===== config.mk =====
export PLATFORM = sky130hd
export DESIGN_NAME = esteira_ctrl_flat
export DESIGN_NICKNAME = d
export VERILOG_FILES = /design/src/rtl/esteira_pkg.sv /design/src/rtl/esteira_ctrl_if.sv /design/src/rtl/esteira_ctrl_tick_gen.sv /design/src/rtl/esteira_ctrl.sv /design/src/flat_wrapper.sv
export SDC_FILE = /design/constraint.sdc
export NUM_CORES = 1
export LEC_CHECK = 0
export CORE_MARGIN = 2
export CORE_UTILIZATION = 62
export CTS_CLUSTER_DIAMETER = 50
export DETAILED_ROUTE_END_ITERATION = 10
export MAX_ROUTING_LAYER = met4
export PLACE_DENSITY = 0.89
export SYNTH_ARGS = -nofsm -noshare
export SYNTH_HDL_FRONTEND = slang
export SYNTH_SLANG_ARGS = --single-unit

===== constraint.sdc =====
create_clock -name clk -period 4.1 [get_ports clk]
set_clock_uncertainty 0.2 [all_clocks]
set_input_delay 0.615 -clock clk [delete_from_list [all_inputs] [get_ports clk]]
set_output_delay 0.615 -clock clk [all_outputs]
set_load 0.01 [all_outputs]

===== src/rtl/esteira_pkg.sv =====
// Shared types and default constants for the conveyor station sequencer.
package esteira_pkg;

  typedef enum logic [2:0] {
    S_IDLE    = 3'd0,
    S_MOVE    = 3'd1,
    S_FILL    = 3'd2,
    S_CAP     = 3'd3,
    S_RELEASE = 3'd4,
    S_FAULT   = 3'd5
  } state_e;

  localparam int DIV_DEF      = 25_000_000;
  localparam int FILL_TMO_DEF = 10;
  localparam int CAP_T_DEF    = 2;

endpackage


===== src/rtl/esteira_ctrl_if.sv =====
// Station I/O bundle: operator/sensor inputs and actuator/status outputs.
// batch_done exists only when BATCH_STOP_EN is defined.
interface esteira_ctrl_if #(
  parameter int CNT_W = 8
);
  logic             start;
  logic             stop;
  logic             sensor_pos;
  logic             level_full;
  logic             motor_en;
  logic             valve_open;
  logic             cap_cmd;
  logic [CNT_W-1:0] bottle_count;
  logic             busy;
  logic             fault;
`ifdef BATCH_STOP_EN
  logic             batch_done;
`endif

  modport slave (
    input  start, stop, sensor_pos, level_full,
    output motor_en, valve_open, cap_cmd, bottle_count, busy, fault
`ifdef BATCH_STOP_EN
    , output batch_done
`endif
  );

  modport master (
    output start, stop, sensor_pos, level_full,
    input  motor_en, valve_open, cap_cmd, bottle_count, busy, fault
`ifdef BATCH_STOP_EN
    , input batch_done
`endif
  );
endinterface


===== src/rtl/esteira_ctrl_tick_gen.sv =====
// Resettable tick prescaler: counts 0..DIV-1 while enabled, pulses tick at DIV-1.
module tick_gen
  import esteira_pkg::*;
#(
  parameter int DIV   = DIV_DEF,
  parameter int DIV_W = 25
) (
  input  logic clk,
  input  logic rst_n,
  input  logic enable,
  input  logic clear,
  output logic tick
);
  localparam logic [DIV_W-1:0] LAST = DIV_W'(DIV - 1);

  logic [DIV_W-1:0] cnt_q, cnt_d;

  always_comb begin
    cnt_d = cnt_q;
    if (clear)       cnt_d = '0;
    else if (enable) cnt_d = (cnt_q == LAST) ? '0 : cnt_q + 1'b1;
  end

  // tick is deliberately not gated by clear: clear depends on tick via the FSM
  assign tick = enable && (cnt_q == LAST);

  always_ff @(posedge clk or negedge rst_n) begin
    if (!rst_n) cnt_q <= '0;
    else        cnt_q <= cnt_d;
  end
endmodule


===== src/rtl/esteira_ctrl.sv =====
// Conveyor station sequencer: move, fill, cap, release per bottle with tick timeouts.
// Define BATCH_STOP_EN to stop after BATCH bottles and raise batch_done.
module esteira_ctrl
  import esteira_pkg::*;
#(
  parameter int DIV      = DIV_DEF,
  parameter int DIV_W    = 25,
  parameter int FILL_TMO = FILL_TMO_DEF,
  parameter int CAP_T    = CAP_T_DEF,
  parameter int CNT_W    = 8
`ifdef BATCH_STOP_EN
  , parameter int BATCH  = 12
`endif
) (
  input logic           clk,
  input logic           rst_n,
  esteira_ctrl_if.slave bus
);
  localparam int TMAX   = (FILL_TMO > CAP_T) ? FILL_TMO : CAP_T;
  localparam int TCNT_W = $clog2(TMAX + 1);

  state_e            state_q, state_d;
  logic [TCNT_W-1:0] tcnt_q;
  logic [CNT_W-1:0]  count_q;
  logic              stop_pend_q, stop_pend_d;
  logic              motor_q, valve_q, cap_q, busy_q, fault_q;
  logic              tick, in_timed, trans, fill_tmo, cap_end, bottle_done, batch_hit;

  assign in_timed    = state_q inside {S_FILL, S_CAP, S_RELEASE};
  assign trans       = (state_d != state_q);
  assign fill_tmo    = tick && (tcnt_q == TCNT_W'(FILL_TMO - 1));
  assign cap_end     = tick && (tcnt_q == TCNT_W'(CAP_T - 1));
  assign bottle_done = (state_q == S_CAP) && (state_d == S_RELEASE);

  tick_gen #(.DIV(DIV), .DIV_W(DIV_W)) u_tick (
    .clk    (clk),
    .rst_n  (rst_n),
    .enable (in_timed),
    .clear  (trans),
    .tick   (tick)
  );

`ifdef BATCH_STOP_EN
  localparam int BCNT_W = $clog2(BATCH + 1);
  logic [BCNT_W-1:0] bcnt_q;
  logic              bdone_q;

  assign batch_hit      = (bcnt_q == BCNT_W'(BATCH));
  assign bus.batch_done = bdone_q;

  always_ff @(posedge clk or negedge rst_n) begin
    if (!rst_n) begin
      bcnt_q  <= '0;
      bdone_q <= 1'b0;
    end else if (state_q == S_IDLE && state_d == S_MOVE) begin
      bcnt_q  <= '0;
      bdone_q <= 1'b0;
    end else begin
      if (bottle_done) bcnt_q <= bcnt_q + 1'b1;
      if (state_q == S_RELEASE && state_d == S_IDLE && batch_hit) bdone_q <= 1'b1;
    end
  end
`else
  assign batch_hit = 1'b0;
`endif

  // Normal exits are tested before timeouts so they win a same-cycle tie
  always_comb begin
    state_d     = state_q;
    stop_pend_d = stop_pend_q;
    case (state_q)
      S_IDLE:    if (bus.start && !bus.stop) state_d = S_MOVE;
      S_MOVE:    if (bus.stop) state_d = S_IDLE;
                 else if (bus.sensor_pos) state_d = S_FILL;
      S_FILL:    if (bus.level_full) state_d = S_CAP;
                 else if (fill_tmo) state_d = S_FAULT;
      S_CAP:     if (cap_end) state_d = S_RELEASE;
      S_RELEASE: if (!bus.sensor_pos)
                   state_d = (stop_pend_q || bus.stop || batch_hit) ? S_IDLE : S_MOVE;
                 else if (fill_tmo) state_d = S_FAULT;
      S_FAULT:   if (bus.stop) state_d = S_IDLE;
      default:   state_d = S_IDLE;
    endcase
    if (state_d == S_IDLE || state_d == S_FAULT || (state_q == S_RELEASE && trans))
      stop_pend_d = 1'b0;
    else if (bus.stop && in_timed)
      stop_pend_d = 1'b1;
  end

  always_ff @(posedge clk or negedge rst_n) begin
    if (!rst_n) begin
      state_q     <= S_IDLE;
      tcnt_q      <= '0;
      count_q     <= '0;
      stop_pend_q <= 1'b0;
      motor_q     <= 1'b0;
      valve_q     <= 1'b0;
      cap_q       <= 1'b0;
      busy_q      <= 1'b0;
      fault_q     <= 1'b0;
    end else begin
      state_q     <= state_d;
      stop_pend_q <= stop_pend_d;
      if (trans)     tcnt_q <= '0;
      else if (tick) tcnt_q <= tcnt_q + 1'b1;
      if (bottle_done) count_q <= count_q + 1'b1;
      motor_q <= (state_d == S_MOVE) || (state_d == S_RELEASE);
      valve_q <= (state_d == S_FILL);
      cap_q   <= (state_d == S_CAP);
      busy_q  <= (state_d != S_IDLE) && (state_d != S_FAULT);
      fault_q <= (state_d == S_FAULT);
    end
  end

  assign bus.motor_en     = motor_q;
  assign bus.valve_open   = valve_q;
  assign bus.cap_cmd      = cap_q;
  assign bus.busy         = busy_q;
  assign bus.fault        = fault_q;
  assign bus.bottle_count = count_q;
endmodule


===== src/flat_wrapper.sv =====
// flat-port wrapper written by rule: the top's interface ports become plain ports
module esteira_ctrl_flat import esteira_pkg::*;
#(
  parameter int DIV      = DIV_DEF,
  parameter int DIV_W    = 25,
  parameter int FILL_TMO = FILL_TMO_DEF,
  parameter int CAP_T    = CAP_T_DEF,
  parameter int CNT_W    = 8

)
  (clk, rst_n, bus_start, bus_stop, bus_sensor_pos, bus_level_full, bus_motor_en, bus_valve_open, bus_cap_cmd, bus_bottle_count, bus_busy, bus_fault);
  esteira_ctrl_if #(.CNT_W(CNT_W)) bus_i ();
  input logic clk;
  input logic rst_n;
  input wire logic [$bits(bus_i.start)-1:0] bus_start;
  input wire logic [$bits(bus_i.stop)-1:0] bus_stop;
  input wire logic [$bits(bus_i.sensor_pos)-1:0] bus_sensor_pos;
  input wire logic [$bits(bus_i.level_full)-1:0] bus_level_full;
  output wire logic [$bits(bus_i.motor_en)-1:0] bus_motor_en;
  output wire logic [$bits(bus_i.valve_open)-1:0] bus_valve_open;
  output wire logic [$bits(bus_i.cap_cmd)-1:0] bus_cap_cmd;
  output wire logic [$bits(bus_i.bottle_count)-1:0] bus_bottle_count;
  output wire logic [$bits(bus_i.busy)-1:0] bus_busy;
  output wire logic [$bits(bus_i.fault)-1:0] bus_fault;
  assign bus_i.start = bus_start;
  assign bus_i.stop = bus_stop;
  assign bus_i.sensor_pos = bus_sensor_pos;
  assign bus_i.level_full = bus_level_full;
  assign bus_motor_en = bus_i.motor_en;
  assign bus_valve_open = bus_i.valve_open;
  assign bus_cap_cmd = bus_i.cap_cmd;
  assign bus_bottle_count = bus_i.bottle_count;
  assign bus_busy = bus_i.busy;
  assign bus_fault = bus_i.fault;
  esteira_ctrl #(.DIV(DIV), .DIV_W(DIV_W), .FILL_TMO(FILL_TMO), .CAP_T(CAP_T), .CNT_W(CNT_W)) u_core (.clk(clk), .rst_n(rst_n), .bus(bus_i));
endmodule

==> key figures, run 1 <==
Layout
  – Fin nets: 283
  – Syn-to-layout area delta: 14.5%
  – Layout cells sized above 1: 8.03%
  – Antenna Cells: 0

Place
  – Pre-CTS WS: 1.17 ns
  – Gpl congestion: 0.892
  – DP HPWL: 3.27 mm
  – Port Buffer Count: 18

Die
  – Chip width: 66.9 um
  – Chip height: 66.9 um
  – Die footprint: 4470 um2
  – Core Box Area: 3740 um2
  – Initial Utilization: 65.4%
  – I/O Pins: 19
  – FP Rows: 22

Clock tree
  – Clock sink total: 46
  – Root Buffer Master: clkbuf_8
  – TritonCTS clock tree: done
  – Post-CTS Hold Buffers: 0
  – Htree depth: 2
  – Clock latency on the worst-skew pair: 0.30 ns
  – Number of gates resized after cts: 0
  – Setup Buffers After CTS: 0
  – CTS Buffer Depth: 2
  – Clock transition at the registers of the reported paths: 0.09 ns
  – CTS Buf Count: 5

Synth
  – Distinct cells, synth: 52
  – Async SR Flop Fraction: 100%
  – Top_reg_cell synth: dfrtp_1
  – Register area share after synthesis: 47.0%
  – Synthesized Nets: 263
  – Mapped Cells: 253
  – Post-synth top area share: 47.0%
  – Post-synth top cells: dfrtp_1, nor2_1, nand2_1, xnor2_1
  – Post-Syn Area: 2450 um2
  – Most numerous cell in the Yosys netlist: dfrtp_1
  – Syn. warnings: 0
  – Syn_area_per_cell: 9.68 um2
  – Synth Register Bits: 46
  – Area leader, netlist: dfrtp_1
  – EDFF count, synth: 0
  – Largest cells by area after synthesis: dfrtp_1, nor2_1, xnor2_1

Critical path
  – Worst R2R Start: u_core.state_q[1]$_DFF_PN0_
  – CP Buf/Inv Count: 0
  – Critical Path RT: 4.07 ns
  – Stages on the worst setup path: 6
  – Arr. time, crit path: 2.88 ns
  – Critical Path End Type: flip-flop
  – CP max FO: 9
  – Setup crit start kind: flip-flop
  – CP most frequent cell: nor2_1
  – Worst reg-to-reg path cell count: 6
  – Crit path largest cell delay: 0.67 ns
  – Reg2Reg Capture Point: u_core.u_tick.cnt_q[3]$_DFFE_PN0P_
  – Worst R2R Setup Slack: 1.19 ns
  – Slowest-stage cell, CP: nor3_1
  – Delay-heaviest family, CP: simple AND/OR/NAND/NOR gates
  – Critical Path, Cell by Cell: nor2b_1 > nor2_1 > nor3_1 > a211oi_4 > o21ai_2 > nor2_1
  – Worst setup path class: reg2reg

Route
  – Routed via count: 1,912
  – Antenna Nets Post-Route: 0
  – Detailed Routing Iterations Pass 1: 4
  – Vias/cell: 5.94
  – Final WL: 4.72 mm
  – Initial DRC count: 158
  – WL/cell: 14.7 um
  – DRC: 0

Timing
  – Setup Viol. Count Final: 0
  – Min setup slack post-route: 1.19 ns
  – Unrepaired setup endpoints after global routing: false
  – Tmin final: 2.91 ns
  – Fin Hold WS: 0.265 ns
  – Max_slew headroom: 34.3%
  – Final Hold Viols: 0
  – Setup tns final: 0 ns
  – Slew @ Worst Pin: 0.985 ns
  – Fin. max-slew vios: 0
  – Max Clk Rate: 0.344 GHz
  – Fin crit share: 70.9%

Global route
  – GRT overflow: 0
  – Vias in the first global route: 1,824
  – Antenna violations before repair: 0
  – Total Routing Usage GR: 25.2%
  – First-pass GRT wire length: 8.20 mm
  – Pin count of the biggest net entering global routing: 47

Power
  – Cell Pwr Density: 371 nW/um2
  – Lkg Pwr: 1.22 nW
  – Peak VDD IR: 0.268 mV

Status
  – Outcome: finished clean

Worst hold path
  – Worst Hold Class: in2async

Job
  – Maxcap violations: 0
==> layout make-up <==
| type | count | area, um2 |
|---|---|---|
| Multi-Input combinational cell | 194 | 1240 |
| Sequential cell | 46 | 1150 |
| Fill cell | 270 | 940 |
| Timing Repair Buffer | 19 | 183 |
| Clock buffer | 6 | 82.6 |
| Clock inverter | 2 | 60.1 |
| Tap cell | 48 | 60.1 |
| Inverter | 7 | 26.3 |
==> registers in the layout, indices dropped and copies added, names as in the netlist <==
name	flops
u_core.u_tick.cnt_q	25
u_core.bus.fault	1
u_core.bus.motor_en	1
u_core.tcnt_q	4
u_core.bus.valve_open	1
u_core.stop_pend_q	1
u_core.state_q	3
u_core.bus.bottle_count	8
u_core.bus.cap_cmd	1
u_core.bus.busy	1
==> per-layer routing <==
| metal | part of all wire (%) | track usage, % | vias up | routed length (um) |
|---|---|---|---|---|
| met3 | 4.8 | 5.57 | 8 | 226 |
| met2 | 48 | 38.5 | 47 | 2260 |
| met1 | 46 | 33.5 | 937 | 2180 |
| li1 | - | - | 920 | - |
| met5 | 0 | - | - | 0 |
| met4 | 1.4 | 8.93 | 0 | 65 |
==> worst max path at each step <==
stage                                                   from                                  end  slack [ns]
after floorplan           u_core.u_tick.cnt_q[0]$_DFFE_PN0P_       u_core.stop_pend_q$_DFFE_PN0P_        1.80
after global placement                        bus_sensor_pos  u_core.u_tick.cnt_q[21]$_DFFE_PN0P_        1.19
after detailed placement                      bus_sensor_pos  u_core.u_tick.cnt_q[21]$_DFFE_PN0P_        1.17
after CTS                        u_core.state_q[1]$_DFF_PN0_   u_core.u_tick.cnt_q[6]$_DFFE_PN0P_        1.27
after global routing             u_core.state_q[1]$_DFF_PN0_   u_core.u_tick.cnt_q[3]$_DFFE_PN0P_         1.0
final                            u_core.state_q[1]$_DFF_PN0_   u_core.u_tick.cnt_q[3]$_DFFE_PN0P_        1.19
==> layout by cell type (no fill, tap or decap), types with 2 or more instances in the layout <==
cell type | synthesis | layout
o211a_1 | 2 | 2
or3_1 | 3 | 3
clkdlybuf4s50_1 | 0 | 17
nor3b_2 | 2 | 2
nand2_1 | 24 | 24
and2_1 | 2 | 2
inv_1 | 6 | 6
o21ai_0 | 5 | 5
nor2b_1 | 5 | 5
ha_1 | 4 | 4
nand4_1 | 6 | 6
nand3_1 | 7 | 7
dfrtp_1 | 46 | 46
xor2_1 | 13 | 13
nor2_1 | 42 | 42
nor4b_2 | 2 | 2
bufinv_16 | 0 | 2
and4_1 | 2 | 2
a211oi_1 | 2 | 2
nand2b_1 | 5 | 5
clkbuf_8 | 0 | 6
and3_1 | 6 | 6
a22oi_1 | 2 | 2
a21oi_1 | 13 | 13
xnor2_1 | 15 | 15
nor3_1 | 6 | 6
o211ai_1 | 2 | 2
==> stage by stage <==
step           util, %  area, um2  instances  total power [mW]
3_3_place_gp      71.1       2660        314             0.627
3_5_place_dp      71.1       2660        314             0.632
4_1_cts           74.9       2800        322              1.04
2_1_floorplan        -       2450        253             0.596
6_report          74.9       2800        322              1.04
5_1_grt           74.9       2800        322              1.08
==> power breakdown <==
part	switching, mW	internal, mW	total, mW
Combinational	0.0549	0.0441	0.0990
Clock	0.155	0.260	0.415
Sequential	0.0374	0.488	0.526
==> logic make-up after synthesis <==
group / count (synthesis) / synth area share (%)
fa+ha+maj: 4 / 2.04
mux: 1 / 0.460
buf+inv: 13 / 2.35
compound gates: 39 / 11.4
simple gates: 122 / 26.7
flops: 46 / 47.0
xor+xnor: 28 / 10.0
Power figures use the tool's default switching activity.
==> inputs of run 2 (changes only) <==
--- a/config.mk
+++ b/config.mk
@@ -6,11 +6,11 @@
 export NUM_CORES = 1
 export LEC_CHECK = 0
 export CORE_MARGIN = 2
-export CORE_UTILIZATION = 62
+export CORE_UTILIZATION = 52
 export CTS_CLUSTER_DIAMETER = 50
 export DETAILED_ROUTE_END_ITERATION = 10
 export MAX_ROUTING_LAYER = met4
-export PLACE_DENSITY = 0.89
+export PLACE_DENSITY = 0.8
 export SYNTH_ARGS = -nofsm -noshare
 export SYNTH_HDL_FRONTEND = slang
 export SYNTH_SLANG_ARGS = --single-unit
==> constraint.sdc (replaced) <==
create_clock -name clk -period 2.66 [get_ports clk]
set_clock_uncertainty 0.2 [all_clocks]
set_input_delay 0.399 -clock clk [delete_from_list [all_inputs] [get_ports clk]]
set_output_delay 0.399 -clock clk [all_outputs]
set_load 0.01 [all_outputs]
==> run 2 against run 1 <==
Critical endpoint is now u_core.stop_pend_q$_DFFE_PN0P_. Combinational power up 61%. Setup slack got worse by 1.0 ns. Fmax rose by 16%. Power increased by 36%.
==> key figures, run 2 (synthesized netlist as in run 1, its figures left out) <==
Status
  – Outcome: finished clean

Die
  – Chip height: 72.6 um
  – I/O Pins: 19
  – Initial Utilization: 55.1%
  – Chip width: 72.6 um
  – Core Box Area: 4440 um2
  – FP Rows: 24
  – Die footprint: 5280 um2

Layout
  – Most frequent cells in the layout: dfrtp_1, nor2_1, nand2_1
  – Commonest non-fill, non-tap cell in the layout: dfrtp_1
  – Max FFs per register: 25
  – Layout cells sized above 1: 13.1%
  – Syn-to-layout area delta: 18.7%
  – Antenna Cells: 0
  – Largest register by flop count: u_core.u_tick.cnt_q
  – Fin nets: 298

Timing
  – Min setup slack post-route: 0.151 ns
  – Fin crit share: 94.3%
  – Fin. max-slew vios: 0
  – Max Clk Rate: 0.399 GHz
  – Unrepaired setup endpoints after global routing: false
  – Tmin final: 2.51 ns
  – Slew @ Worst Pin: 0.445 ns
  – Max_slew headroom: 69.9%
  – Setup tns final: 0 ns
  – Final Hold Viols: 0
  – Setup Viol. Count Final: 0

Clock tree
  – Htree depth: 2
  – Root Buffer Master: clkbuf_8
  – CTS Buf Count: 5
  – TritonCTS clock tree: done
  – CTS Buffer Depth: 2
  – Clock sink total: 46
  – Clock transition at the registers of the reported paths: 0.10 ns
  – Clock latency on the worst-skew pair: 0.31 ns

Route
  – Routed via count: 1,936
  – WL/cell: 15.0 um
  – Vias/cell: 5.68
  – Initial DRC count: 166
  – Antenna Nets Post-Route: 0
  – Detailed Routing Iterations Pass 1: 4
  – Final WL: 5.11 mm
  – DRC: 0

Critical path
  – Critical Path RT: 2.70 ns
  – Arr. time, crit path: 2.55 ns
  – Worst setup path class: reg2reg
  – CP max FO: 5
  – Critical Path End Type: flip-flop
  – Setup crit start kind: flip-flop

Power
  – Lkg Pwr: 1.28 nW
  – Cell Pwr Density: 485 nW/um2
  – Part of the power in registers: 57.6%
  – Comb pwr share: 11.2%
  – Peak VDD IR: 0.354 mV
  – Switch Pwr: 0.396 mW
  – Switching Share: 28.1%
  – Internal: 1.02 mW
  – Clock share of power: 31.2%

Place
  – Gpl congestion: 0.926
  – DP HPWL: 3.67 mm
  – Port Buffer Count: 18
  – Pre-CTS WS: 0.127 ns

Job
  – Maxcap violations: 0

Global route
  – Met2 GRT Util: 32.8%
  – GRT overflow: 0
  – Gr busiest metal: met2
  – M1 GR Usage: 31.4%
  – Met3 Use GR: 4.28%
  – Vias in the first global route: 1,896
  – Antenna violations before repair: 0
  – Total Routing Usage GR: 22.5%
  – Pin count of the biggest net entering global routing: 22
  – First-pass GRT wire length: 9.03 mm

Worst hold path
  – Worst Hold Class: reg2reg
==> run 2: changes by cell type in the layout (fill, tap and decap cells not counted), moves of 2 or more <==
| cell | delta |
|---|---|
| clkinvlp_4 | +2 |
| buf_12 | +2 |
| buf_4 | +12 |
| bufinv_16 | -2 |
==> run 2: per-layer routing <==
metal | share of wire [%] | up-vias
li1 | - | 945
met1 | 46 | 923
met2 | 47 | 60
met3 | 5.8 | 8
met4 | 1.5 | 0
met5 | 0 | -
==> run 2: power by group through the flow <==
stage	combinational [mW]	clock, mW	sequential [mW]
floorplan	0.108	0	0.810
global placement	0.152	0	0.820
detailed placement	0.159	0	0.823
CTS	0.161	0.449	0.810
global route	0.189	0.481	0.819
finish	0.159	0.440	0.812
==> run 2: layout make-up <==
class / instances / area (um2)
Clock buffer: 5 / 68.8
Timing Repair Buffer: 34 / 323
Sequential cell: 46 / 1150
Tap cell: 52 / 65.1
Fill cell: 350 / 1540
Clock inverter: 3 / 23.8
Multi-Input combinational cell: 194 / 1250
Inverter: 7 / 26.3
==> run 2: through the flow <==
step | util (%) | cells | hold slack [ns] | power (mW) | instance area (um2)
5_1_grt | 65.5 | 341 | 0.307 | 1.49 | 2910
4_1_cts | 65.1 | 340 | 0.276 | 1.42 | 2890
2_1_floorplan | - | 253 | -0.0966 | 0.919 | 2450
3_5_place_dp | 62.8 | 331 | 0.133 | 0.983 | 2790
3_3_place_gp | 62.8 | 331 | 0.132 | 0.972 | 2790
6_report | 65.5 | 341 | 0.270 | 1.41 | 2910
==> run 2: worst paths after layout <==
kind                            cells past startpoint  slack [ns]                                     end                                    from
min in group asynchronous                           2        0.32          u_core.stop_pend_q$_DFFE_PN0P_                                   rst_n
max in group asynchronous                           3        1.36     u_core.u_tick.cnt_q[24]$_DFFE_PN0P_                                   rst_n
worst min-delay path                                1        0.27  u_core.bus.bottle_count[7]$_DFFE_PN0P_  u_core.bus.bottle_count[7]$_DFFE_PN0P_
worst max-delay path                                7        0.15          u_core.stop_pend_q$_DFFE_PN0P_      u_core.u_tick.cnt_q[0]$_DFFE_PN0P_
worst min register to register                      1        0.27  u_core.bus.bottle_count[7]$_DFFE_PN0P_  u_core.bus.bottle_count[7]$_DFFE_PN0P_
worst max register to register                      7        0.15          u_core.stop_pend_q$_DFFE_PN0P_      u_core.u_tick.cnt_q[0]$_DFFE_PN0P_
==> run 2: repair_timing <==
action	CTS	global route
hold buffers	1	0
endpoints found under the hold margin	13	0
endpoints found under the setup margin	0	2
gates resized for setup	0	2
buffers inserted	0	1
==> run 2: critical path: stages (launching register included) <==
cell	delay [ns]
dfrtp_1	0.42
ha_1	0.21
and4bb_1	0.21
nand4_1	0.22
or2_4	0.34
o41a_1	0.52
xnor2_2	0.18
a21oi_1	0.15
